===== config.mk =====
export PLATFORM = sky130hd
export DESIGN_NAME = multdiv
export DESIGN_NICKNAME = d
export VERILOG_FILES = /design/src/rtl/multdiv.sv
export SDC_FILE = /design/constraint.sdc
export NUM_CORES = 1
export LEC_CHECK = 0
export BUFFER_PORTS_ARGS = -buffer_cell sky130_fd_sc_hd__buf_4
export CORE_ASPECT_RATIO = 2
export CORE_MARGIN = 3
export CORE_UTILIZATION = 55
export DETAILED_ROUTE_END_ITERATION = 8
export PLACE_DENSITY_LB_ADDON = 0.3
export SLEW_MARGIN = 15
export SYNTH_ARGS = -nofsm -noshare
export SYNTH_HDL_FRONTEND = slang
export SYNTH_SLANG_ARGS = --single-unit

===== constraint.sdc =====
create_clock -name clock -period 5.65 [get_ports clock]
set_input_delay 0 -clock clock [delete_from_list [all_inputs] [get_ports clock]]
set_output_delay 0 -clock clock [all_outputs]
set_load 0.05 [all_outputs]

===== src/rtl/multdiv.sv =====
// multdiv: 32-bit signed iterative multiplier (radix-4 Booth, 16 steps) and divider (non-restoring, 32 steps).
// Optional macro MULTDIV_EARLY_DIV0_EN: divide-by-zero completes one cycle after start without going busy.
module multdiv (
    input  logic        clock,
    input  logic        reset,
    input  logic [31:0] data_operandA,
    input  logic [31:0] data_operandB,
    input  logic        ctrl_MULT,
    input  logic        ctrl_DIV,
    output logic [31:0] data_result,
    output logic        data_exception,
    output logic        data_resultRDY,
    output logic        busy
);
    typedef enum logic [1:0] {S_IDLE, S_MULT, S_DIV, S_DONE} state_t;

    state_t             r_state;
    logic [5:0]         r_cnt;
    logic               r_is_mult;
    logic               r_div0;
    logic               r_ovf;
    logic               r_neg;
    logic signed [64:0] r_prod;
    logic signed [31:0] r_mcand;
    logic signed [33:0] r_rem;
    logic [31:0]        r_quo;
    logic [31:0]        r_dvs;

    logic               w_start;
    logic               w_early_div0;
    logic signed [33:0] w_mc34;
    logic signed [33:0] w_pp;
    logic signed [33:0] w_sum;
    logic signed [64:0] w_prod_next;
    logic signed [33:0] w_shift;
    logic signed [33:0] w_rem_next;
    logic [31:0]        w_final;
    logic               w_exc;

    function automatic logic [31:0] mag32(input logic [31:0] v);
        return v[31] ? (~v + 32'd1) : v;
    endfunction

    assign w_start = ctrl_MULT | ctrl_DIV;

`ifdef MULTDIV_EARLY_DIV0_EN
    assign w_early_div0 = ctrl_DIV & ~ctrl_MULT & (data_operandB == 32'd0);
`else
    assign w_early_div0 = 1'b0;
`endif

    // Booth step: sign-extended partial product added to a 34-bit accumulator, then shift right by 2
    assign w_mc34 = {{2{r_mcand[31]}}, r_mcand};

    always_comb begin
        w_pp = '0;
        case (r_prod[2:0])
            3'b001, 3'b010: w_pp = w_mc34;
            3'b011:         w_pp = w_mc34 <<< 1;
            3'b100:         w_pp = -(w_mc34 <<< 1);
            3'b101, 3'b110: w_pp = -w_mc34;
            default:        w_pp = '0;
        endcase
    end

    assign w_sum       = {{2{r_prod[64]}}, r_prod[64:33]} + w_pp;
    assign w_prod_next = {w_sum, r_prod[32:2]};

    // Non-restoring step: subtract while the partial remainder is non-negative, add otherwise
    assign w_shift    = {r_rem[32:0], r_quo[31]};
    assign w_rem_next = r_rem[33] ? (w_shift + {2'b00, r_dvs}) : (w_shift - {2'b00, r_dvs});

    always_comb begin
        w_final = '0;
        w_exc   = 1'b0;
        if (r_is_mult) begin
            w_final = r_prod[32:1];
            w_exc   = (r_prod[64:33] != {32{r_prod[32]}});
        end else if (r_div0) begin
            w_final = '0;
            w_exc   = 1'b1;
        end else begin
            w_final = r_neg ? (~r_quo + 32'd1) : r_quo;
            w_exc   = r_ovf;
        end
    end

    always_ff @(posedge clock or posedge reset) begin
        if (reset) begin
            r_state        <= S_IDLE;
            r_cnt          <= '0;
            data_result    <= '0;
            data_exception <= 1'b0;
            data_resultRDY <= 1'b0;
            busy           <= 1'b0;
        end else begin
            data_resultRDY <= 1'b0;
            if (w_start) begin
                r_cnt <= '0;
                if (ctrl_MULT)
                    r_state <= S_MULT;
                else if (w_early_div0)
                    r_state <= S_DONE;
                else
                    r_state <= S_DIV;
            end else begin
                case (r_state)
                    S_MULT: begin
                        busy <= 1'b1;
                        if (r_cnt == 6'd15)
                            r_state <= S_DONE;
                        else
                            r_cnt <= r_cnt + 6'd1;
                    end
                    S_DIV: begin
                        busy <= 1'b1;
                        if (r_cnt == 6'd31)
                            r_state <= S_DONE;
                        else
                            r_cnt <= r_cnt + 6'd1;
                    end
                    S_DONE: begin
                        busy           <= 1'b0;
                        data_resultRDY <= 1'b1;
                        data_result    <= w_final;
                        data_exception <= w_exc;
                        r_state        <= S_IDLE;
                    end
                    default: ;
                endcase
            end
        end
    end

    // Datapath registers carry no reset; a start always reloads them before use
    always_ff @(posedge clock) begin
        if (w_start) begin
            r_is_mult <= ctrl_MULT;
            r_mcand   <= data_operandA;
            r_prod    <= {32'd0, data_operandB, 1'b0};
            r_div0    <= (data_operandB == 32'd0);
            r_ovf     <= (data_operandA == 32'h8000_0000) && (data_operandB == 32'hFFFF_FFFF);
            r_neg     <= data_operandA[31] ^ data_operandB[31];
            r_rem     <= '0;
            r_quo     <= mag32(data_operandA);
            r_dvs     <= mag32(data_operandB);
        end else if (r_state == S_MULT) begin
            r_prod <= w_prod_next;
        end else if (r_state == S_DIV) begin
            r_rem <= w_rem_next;
            r_quo <= {r_quo[30:0], ~w_rem_next[33]};
        end
    end

endmodule


==> results of run 1 <==
-- final timing paths --
kind | to | slack (ns) | startpoint | depth (start not counted)
setup / recovery | r_prod[64]$_SDFFE_PN0P_ | 0.40 | r_mcand[3]$_DFFE_PN_ | 18
hold reg to reg | r_rem[14]$_SDFFE_PN0P_ | 0.46 | r_rem[14]$_SDFFE_PN0P_ | 2
hold / removal | r_mcand[30]$_DFFE_PN_ | 0.21 | data_operandA[30] | 2
setup reg to reg | r_prod[64]$_SDFFE_PN0P_ | 0.40 | r_mcand[3]$_DFFE_PN_ | 18
max in group asynchronous | r_cnt[1]$_DFFE_PP0P_ | 4.72 | reset | 3
min in group asynchronous | data_resultRDY$_DFF_PP0_ | 0.27 | reset | 3
-- worst max-delay path: stages (launching register included) --
cell and delay [ns]:
edfxtp_1 0.48, or4_1 0.62, or3b_2 0.65, nor4_2 0.35, nand2b_1 0.19, nor2_1 0.05, a21oi_1 0.13, o22ai_1 0.09
a21o_1 0.19, ha_1 0.23, a2111oi_0 0.43, o21ai_0 0.16, a221o_1 0.34, and2_1 0.17, a31oi_2 0.25, a31oi_2 0.20
a2111o_1 0.39, o2111ai_1 0.12, o31ai_1 0.09
-- per-layer routing --
| layer | up-vias | routed length, microns |
|---|---|---|
| met5 | - | 0 |
| met4 | 0 | 3740 |
| met3 | 170 | 2400 |
| li1 | 7428 | - |
| met1 | 7347 | 17800 |
| met2 | 577 | 26100 |
-- repair_timing --
action,CTS,global route
endpoints found under the setup margin,0,1
hold endpoints to repair,174,0
resized for setup,0,5
hold buffers,84,0
buffers inserted,0,0
-- area by class of cell --
| cell class | instances | area (sq um) |
|---|---|---|
| clock buffers | 32 | 662 |
| clock inverters | 12 | 154 |
| fillers | 2435 | 10700 |
| inverters | 43 | 164 |
| multi-input cells | 1543 | 10000 |
| flip-flops and latches | 242 | 6380 |
| well taps | 368 | 460 |
| repair buffers | 209 | 1790 |
-- Yosys cell counts (12+ instances only) --
cell type  instances
nor3_1            44
clkbuf_1          95
a221oi_1          21
a211oi_1          23
nor2_1           133
o31ai_1           31
nand3_1           26
nor4_1            21
o41ai_1           16
or4_1             21
nand2b_1          19
a21o_1            54
o21bai_1          13
dfxtp_1           67
nand2_1          241
dfrtp_1           43
ha_1              73
inv_1             41
a31oi_1           33
a22o_1            29
xor2_1            86
edfxtp_1         132
nand4_1           22
a22oi_1           39
and3_1            12
o21ai_0          121
xnor2_1          129
nor2b_1           15
buf_1             13
or3_1             34
a21oi_1          169
-- cell families (layout without fill, tap and decap cells) --
group,count (synthesis),count (layout),synth area share
xor gates and xnor gates,215,215,0.111
and+or+nand+nor,627,627,0.177
DFF,242,242,0.377
adders and majority gates,75,75,0.0563
muxes,12,12,0.00724
buffers and inverters,155,296,0.0347
AOI/OAI and AO/OA,614,614,0.237
-- metrics by stage --
stage / utilization / setup slack, ns
2_1_floorplan: - / 0.823
3_3_place_gp: 0.591 / 0.409
3_5_place_dp: 0.591 / 0.212
4_1_cts: 0.646 / 0.190
5_1_grt: 0.647 / 0.0686
6_report: 0.647 / 0.405
-- state kept, by name, indices dropped and copies added (netlist names), 2 cells and up --
signal,cells
r_prod,65
r_rem,34
data_result,32
r_dvs,32
r_mcand,32
r_quo,32
r_cnt,6
r_state,2
-- power by group --
group          switching (W)  leakage, nW  total, W  internal, W
logic                0.00104         4.86   0.00169     0.000658
registers           0.000232         2.42   0.00232      0.00209
clock network       0.000719        0.391   0.00169     0.000968
total                0.00199         7.68   0.00570      0.00371
==> reports/results.txt, run 1 <==
CP required: 6.08 ns
clk root buf: clkbuf_16
peak supply drop: 283 uV
Fin Setup TNS: 0 ns
Min Clock Period, post-route: 5.25 ns
most frequent cells in the layout: nand2_1, a21oi_1, edfxtp_1, nor2_1, xnor2_1
TritonCTS clock tree: yes
largest net degree at the start of global routing: 79
max-cap viol count: 0
Pwr Density: 291 nW/um^2
sequential area share after synthesis: 0.377
Post-synth EDFFs: 132
Yosys top cell area share: 0.234
GR met1 Demand/Resource: 0.321
cells after synthesis: 1,940
wire per inst: 20.4 microns
First-pass DRT Iterations: 6
vias: 15.5k
GP Congestion: 1.02
Period Utilization, post-route: 0.928
largest area contributor in the netlist: edfxtp_1
Starting DRT DRC Count: 999
first-pass GRT wire length: 78,700 microns
CTS sink count: 242
clock-pin slew on the worst setup and hold paths: 0.07 ns
Die Ht: 254 microns
GRT Total Usage: 0.299
Power, Total: 0.00570 W
top post-synthesis cells by area: edfxtp_1, dfxtp_1, xnor2_1
Layout Skew: 0.0146 ns
mapped cell area: 16,900 sq um
Rel. slew slack: 0.241
die area: 33,000 sq um
Synth Warn #: 0
Num CTS Buffers: 24
H-tree Lvls: 1
Row Count: 90
die width: 130 microns
initial antenna violation count: 0
grt ovf: 0
share of layout cells above drive strength 1: 0.0937
vias in the first global route: 15.2k
Post-synth top flop: edfxtp_1
Final HPWL DP: 36,600 microns
Max Root-Sink Buffers: 3
met3 usage: 0.0290
Least-Margin Pin Slew: 1.14 ns
met2 usage: 0.542
DRC: 0
Worst Hold Class: in -> reg
IO Count: 103
CP arrival: 5.68 ns
post-synthesis net count: 2,083
most used routing layer: met2
worst hold slack: 0.205 ns
commonest non-fill, non-tap cell in the layout: nand2_1
antenna-violating nets left: 0
crit-path max FO: 11
Finished Cell Area: 19,600 sq um
RSZ-0062 raised after global routing: false
Startpoint Class: flip-flop
DRT Wirelength: 50,000 microns
Mean Syn Cell Area: 8.72 sq um
antenna diode count: 0
Final Non-Filler Cells: 2,449
Fin. Hold Viols: 0
status: completed
Core ar.: 30,300 sq um
final layout net count: 2,206
Worst Setup End Kind: flip-flop
setup violators final: 0
Skew-Pair Late Insertion Delay: 0.55 ns
critical path type: reg -> reg
cell leakage power: 7.68 nW
register bit count reported by yosys: 242
Max Clock Freq: 191 MHz
Pins Over Slew Limit: 0
Initial Util: 0.559
P&R area growth vs syn: 15.9%
area post-placement: 17,900 sq um
drt via density: 6.34
PortBufs: 102
Post-synth ARST share: 0.178
Netlist cell types: 67
dpl cells: 2,320
(Power assumes the default switching activity.)
==> run 2: changes to the inputs <==
ABC_AREA = 1   (was default)
==> run 2 against run 1 <==
Die area rose by 7.8%. Routed wire length increased by 38%. Utilization grew 0.067 points. Synthesized cell count is 34% higher. Critical path type unchanged.
==> reports/results.txt, run 2 <==
status: completed (unchanged)
die width: 135 microns (was 130 microns)
GR met1 Demand/Resource: 0.359 (was 0.321)
Critical R2R Capture: r_prod[58]$_SDFFE_PN0P_ (was r_prod[64]$_SDFFE_PN0P_)
clock-pin slew on the worst setup and hold paths: 0.06 ns (was 0.07 ns)
die area: 35,600 sq um (was 33,000 sq um)
peak supply drop: 247 uV (was 283 uV)
largest area contributor in the netlist: edfxtp_1 (unchanged)
Synth top cells by count: nand2_1, nor2_1, inv_1, o21ai_0, a21oi_1 (was nand2_1, a21oi_1, nor2_1, edfxtp_1, xnor2_1)
Post-synth EDFFs: 132 (unchanged)
Most common cell on crit path: nand2_1 (was a31oi_2)
vias: 19.1k (was 15.5k)
Post-synth ARST share: 0.178 (unchanged)
drt via density: 5.95 (was 6.34)
H-tree Lvls: 1 (unchanged)
Max Clock Freq: 237 MHz (was 191 MHz)
most used routing layer: met2 (unchanged)
post-synthesis net count: 2,745 (was 2,083)
Fin Setup TNS: 0 ns (unchanged)
worst stage delay on the critical path: 0.68 ns (was 0.65 ns)
initial antenna violation count: 1 (was 0)
Row Count: 93 (was 90)
met3 usage: 0.0696 (was 0.0290)
CTS sink count: 242 (unchanged)
CP arrival: 4.67 ns (was 5.68 ns)
Final HPWL DP: 53,600 microns (was 36,600 microns)
Final WS setup: 1.43 ns (was 0.405 ns)
Min Clock Period, post-route: 4.22 ns (was 5.25 ns)
flop-to-flop setup slack: 1.43 ns (was 0.40 ns)
min-delay src: data_operandA[25] (was data_operandA[30])
first-pass GRT wire length: 104,000 microns (was 78,700 microns)
Pins Over Slew Limit: 0 (unchanged)
Period Utilization, post-route: 0.747 (was 0.928)
largest net degree at the start of global routing: 76 (was 79)
Starting DRT DRC Count: 1,456 (was 999)
Netlist cell types: 59 (was 67)
Die Ht: 264 microns (was 254 microns)
Max Root-Sink Buffers: 3 (unchanged)
Pwr Density: 278 nW/um^2 (was 291 nW/um^2)
Core ar.: 32,500 sq um (was 30,300 sq um)
Layout Skew: 0.0250 ns (was 0.0146 ns)
Post-synth top flop: edfxtp_1 (unchanged)
Fin. Hold Viols: 0 (unchanged)
r2r startpoint: r_prod[1]$_DFFE_PP_ (was r_mcand[3]$_DFFE_PN_)
Least-Margin Pin Slew: 1.05 ns (was 1.14 ns)
Skew-Pair Late Insertion Delay: 0.57 ns (was 0.55 ns)
crit-path max FO: 26 (was 11)
vias in the first global route: 18.9k (was 15.2k)
fillers: 2,847 (was 2,435)
DRC: 0 (unchanged)
Post-Place Worst Slack: 1.52 ns (was 0.212 ns)
most frequent cells in the layout: nand2_1, nor2_1, inv_1, o21ai_0, a21oi_1 (was nand2_1, a21oi_1, edfxtp_1, nor2_1, xnor2_1)
Mean Syn Cell Area: 7.03 sq um (was 8.72 sq um)
commonest non-fill, non-tap cell in the layout: nand2_1 (unchanged)
worst r2r path cells: 16 (was 18)
IO Count: 103 (unchanged)
CP max stage cell: clkinv_1 (was or3b_2)
crit-path cells: nor2_1, nor2_1, nand2_1, clkinv_1, a22oi_1, o221ai_1, ha_1, nand2_1, o21bai_2, a21oi_1, o21ai_0, nand3_1, nand3_1, nand2_1, nand2_1, nand2_1 (was or4_1, or3b_2, nor4_2, nand2b_1, nor2_1, a21oi_1, o22ai_1, a21o_1, ha_1, a2111oi_0, o21ai_0, a221o_1, and2_1, a31oi_2, a31oi_2, a2111o_1, o2111ai_1, o31ai_1)
critical path type: reg -> reg (unchanged)
mapped cell area: 18,300 sq um (was 16,900 sq um)
CP top delay family: compound AO/OA/AOI/OAI gates (unchanged)
final layout net count: 2,902 (was 2,206)
Num CTS Buffers: 24 (unchanged)
max-cap viol count: 0 (unchanged)
sequential area share after synthesis: 0.349 (was 0.377)
antenna diode count: 0 (unchanged)
GRT Total Usage: 0.380 (was 0.299)
met2 usage: 0.681 (was 0.542)
setup violators final: 0 (unchanged)
crit path buf inv count: 1 (was 0)
largest registers: r_prod x65, r_rem x34 (unchanged)
First-pass DRT Iterations: 6 (unchanged)
Biggest register: r_prod (unchanged)
area post-placement: 19,500 sq um (was 17,900 sq um)
share of layout cells above drive strength 1: 0.0835 (was 0.0937)
P&R area growth vs syn: 15.0% (was 15.9%)
register bit count reported by yosys: 242 (unchanged)
PostCTS Resize Cnt: 0 (unchanged)
cell leakage power: 9.43 nW (was 7.68 nW)
Startpoint Class: flip-flop (unchanged)
Rel. slew slack: 0.302 (was 0.241)
RSZ-0062 raised after global routing: false (unchanged)
antenna-violating nets left: 0 (unchanged)
wire per inst: 21.5 microns (was 20.4 microns)
Initial Util: 0.563 (was 0.559)
Worst Hold End: r_mcand[25]$_DFFE_PN_ (was r_mcand[30]$_DFFE_PN_)
TritonCTS clock tree: yes (unchanged)
GP Congestion: 1.05 (was 1.02)
Synth Warn #: 0 (unchanged)
Yosys top cell area share: 0.217 (was 0.234)
Worst Hold Class: in -> reg (unchanged)
grt ovf: 0 (unchanged)
DRT Wirelength: 68,800 microns (was 50,000 microns)
clk root buf: clkbuf_16 (unchanged)
Finished Cell Area: 21,000 sq um (was 19,600 sq um)
max reg flops: 65 (unchanged)
cells after synthesis: 2,602 (was 1,940)
PortBufs: 102 (unchanged)
count leader, synth: nand2_1 (unchanged)
Power, Total: 0.00585 W (was 0.00570 W)
top post-synthesis cells by area: edfxtp_1, nand2_1, dfxtp_1 (was edfxtp_1, dfxtp_1, xnor2_1)
Worst Setup End Kind: flip-flop (unchanged)
CP required: 6.10 ns (was 6.08 ns)
Hold Path Stages: 2 (unchanged)
run 2: cell count changes after synthesis, moves of 38 or more:
cell,before,now
a21o_1,54,16
clkbuf_1,95,56
inv_1,41,304
nand2_1,241,592
nand3_1,26,132
nor2_1,133,334
o21ai_0,121,218
xnor2_1,129,29
run 2: metal layers:
layer / wire length (microns) / part of all wire
met5: 0 / 0
met4: 7640 / 0.11
met3: 4570 / 0.066
met2: 34900 / 0.51
met1: 21700 / 0.31
run 2: worst max-delay path by stage:
| stage | start | end | depth (start not counted) |
|---|---|---|---|
| floorplan | r_mcand[0]$_DFFE_PN_ | r_prod[56]$_SDFFE_PN0P_ | 21 |
| global placement | r_prod[1]$_DFFE_PP_ | r_prod[58]$_SDFFE_PN0P_ | 16 |
| detailed placement | r_prod[1]$_DFFE_PP_ | r_prod[58]$_SDFFE_PN0P_ | 16 |
| global route | r_prod[1]$_DFFE_PP_ | r_prod[58]$_SDFFE_PN0P_ | 16 |
| finish | r_prod[1]$_DFFE_PP_ | r_prod[58]$_SDFFE_PN0P_ | 16 |
| CTS | r_prod[1]$_DFFE_PP_ | r_prod[58]$_SDFFE_PN0P_ | 16 |
run 2: what timing repair did:
item | in CTS | in global routing
setup endpoints to repair | 0 | 0
setup buffers | 0 | 0
hold endpoints to repair | 168 | 0
hold buffers | 81 | 0
run 2: report_power, final:
part	switching [W]	internal (W)
Combinational	0.00131	0.000584
Sequential	0.000205	0.00209
Clock	0.000775	0.000883
run 2: worst reg2reg max path: stages (launching register included):
cell	delay [ns]
edfxtp_1	0.42
nor2_1	0.14
nor2_1	0.08
nand2_1	0.28
clkinv_1	0.68
a22oi_1	0.37
o221ai_1	0.17
ha_1	0.40
nand2_1	0.14
o21bai_2	0.23
a21oi_1	0.20
o21ai_0	0.46
nand3_1	0.23
nand3_1	0.14
nand2_1	0.06
nand2_1	0.06
nand2_1	0.05
run 2: cell type report:
type                            count  area, sq um  area share
Inverter                          317         1190      0.0567
Clock inverter                     17          159     0.00755
Clock buffer                       27          612      0.0291
Tap cell                          427          534      0.0254
Sequential cell                   242         6380       0.303
Timing Repair Buffer              198         1690      0.0803
Multi-Input combinational cell   1976        10500       0.498
run 2: kinds of logic (layout without fill, tap and decap cells):
kind of cell    after synthesis  count (layout)  share of synthesized area
compound gates              531             531                      0.162
buf+inv                     384             559                     0.0794
xor+xnor                    136             136                     0.0651
simple gates               1234            1234                      0.292
fa+ha+maj                    75              75                     0.0521
flops                       242             242                      0.349
run 2: through the flow:
stage / hold slack [ns] / instances / utilization
final: 0.182 / 3204 / 0.648
after global routing: 0.197 / 3204 / 0.648
after CTS: 0.171 / 3204 / 0.648
after detailed placement: 0.189 / 3079 / 0.599
after global placement: 0.189 / 3079 / 0.599
after floorplan: 0.0724 / 2602 / -
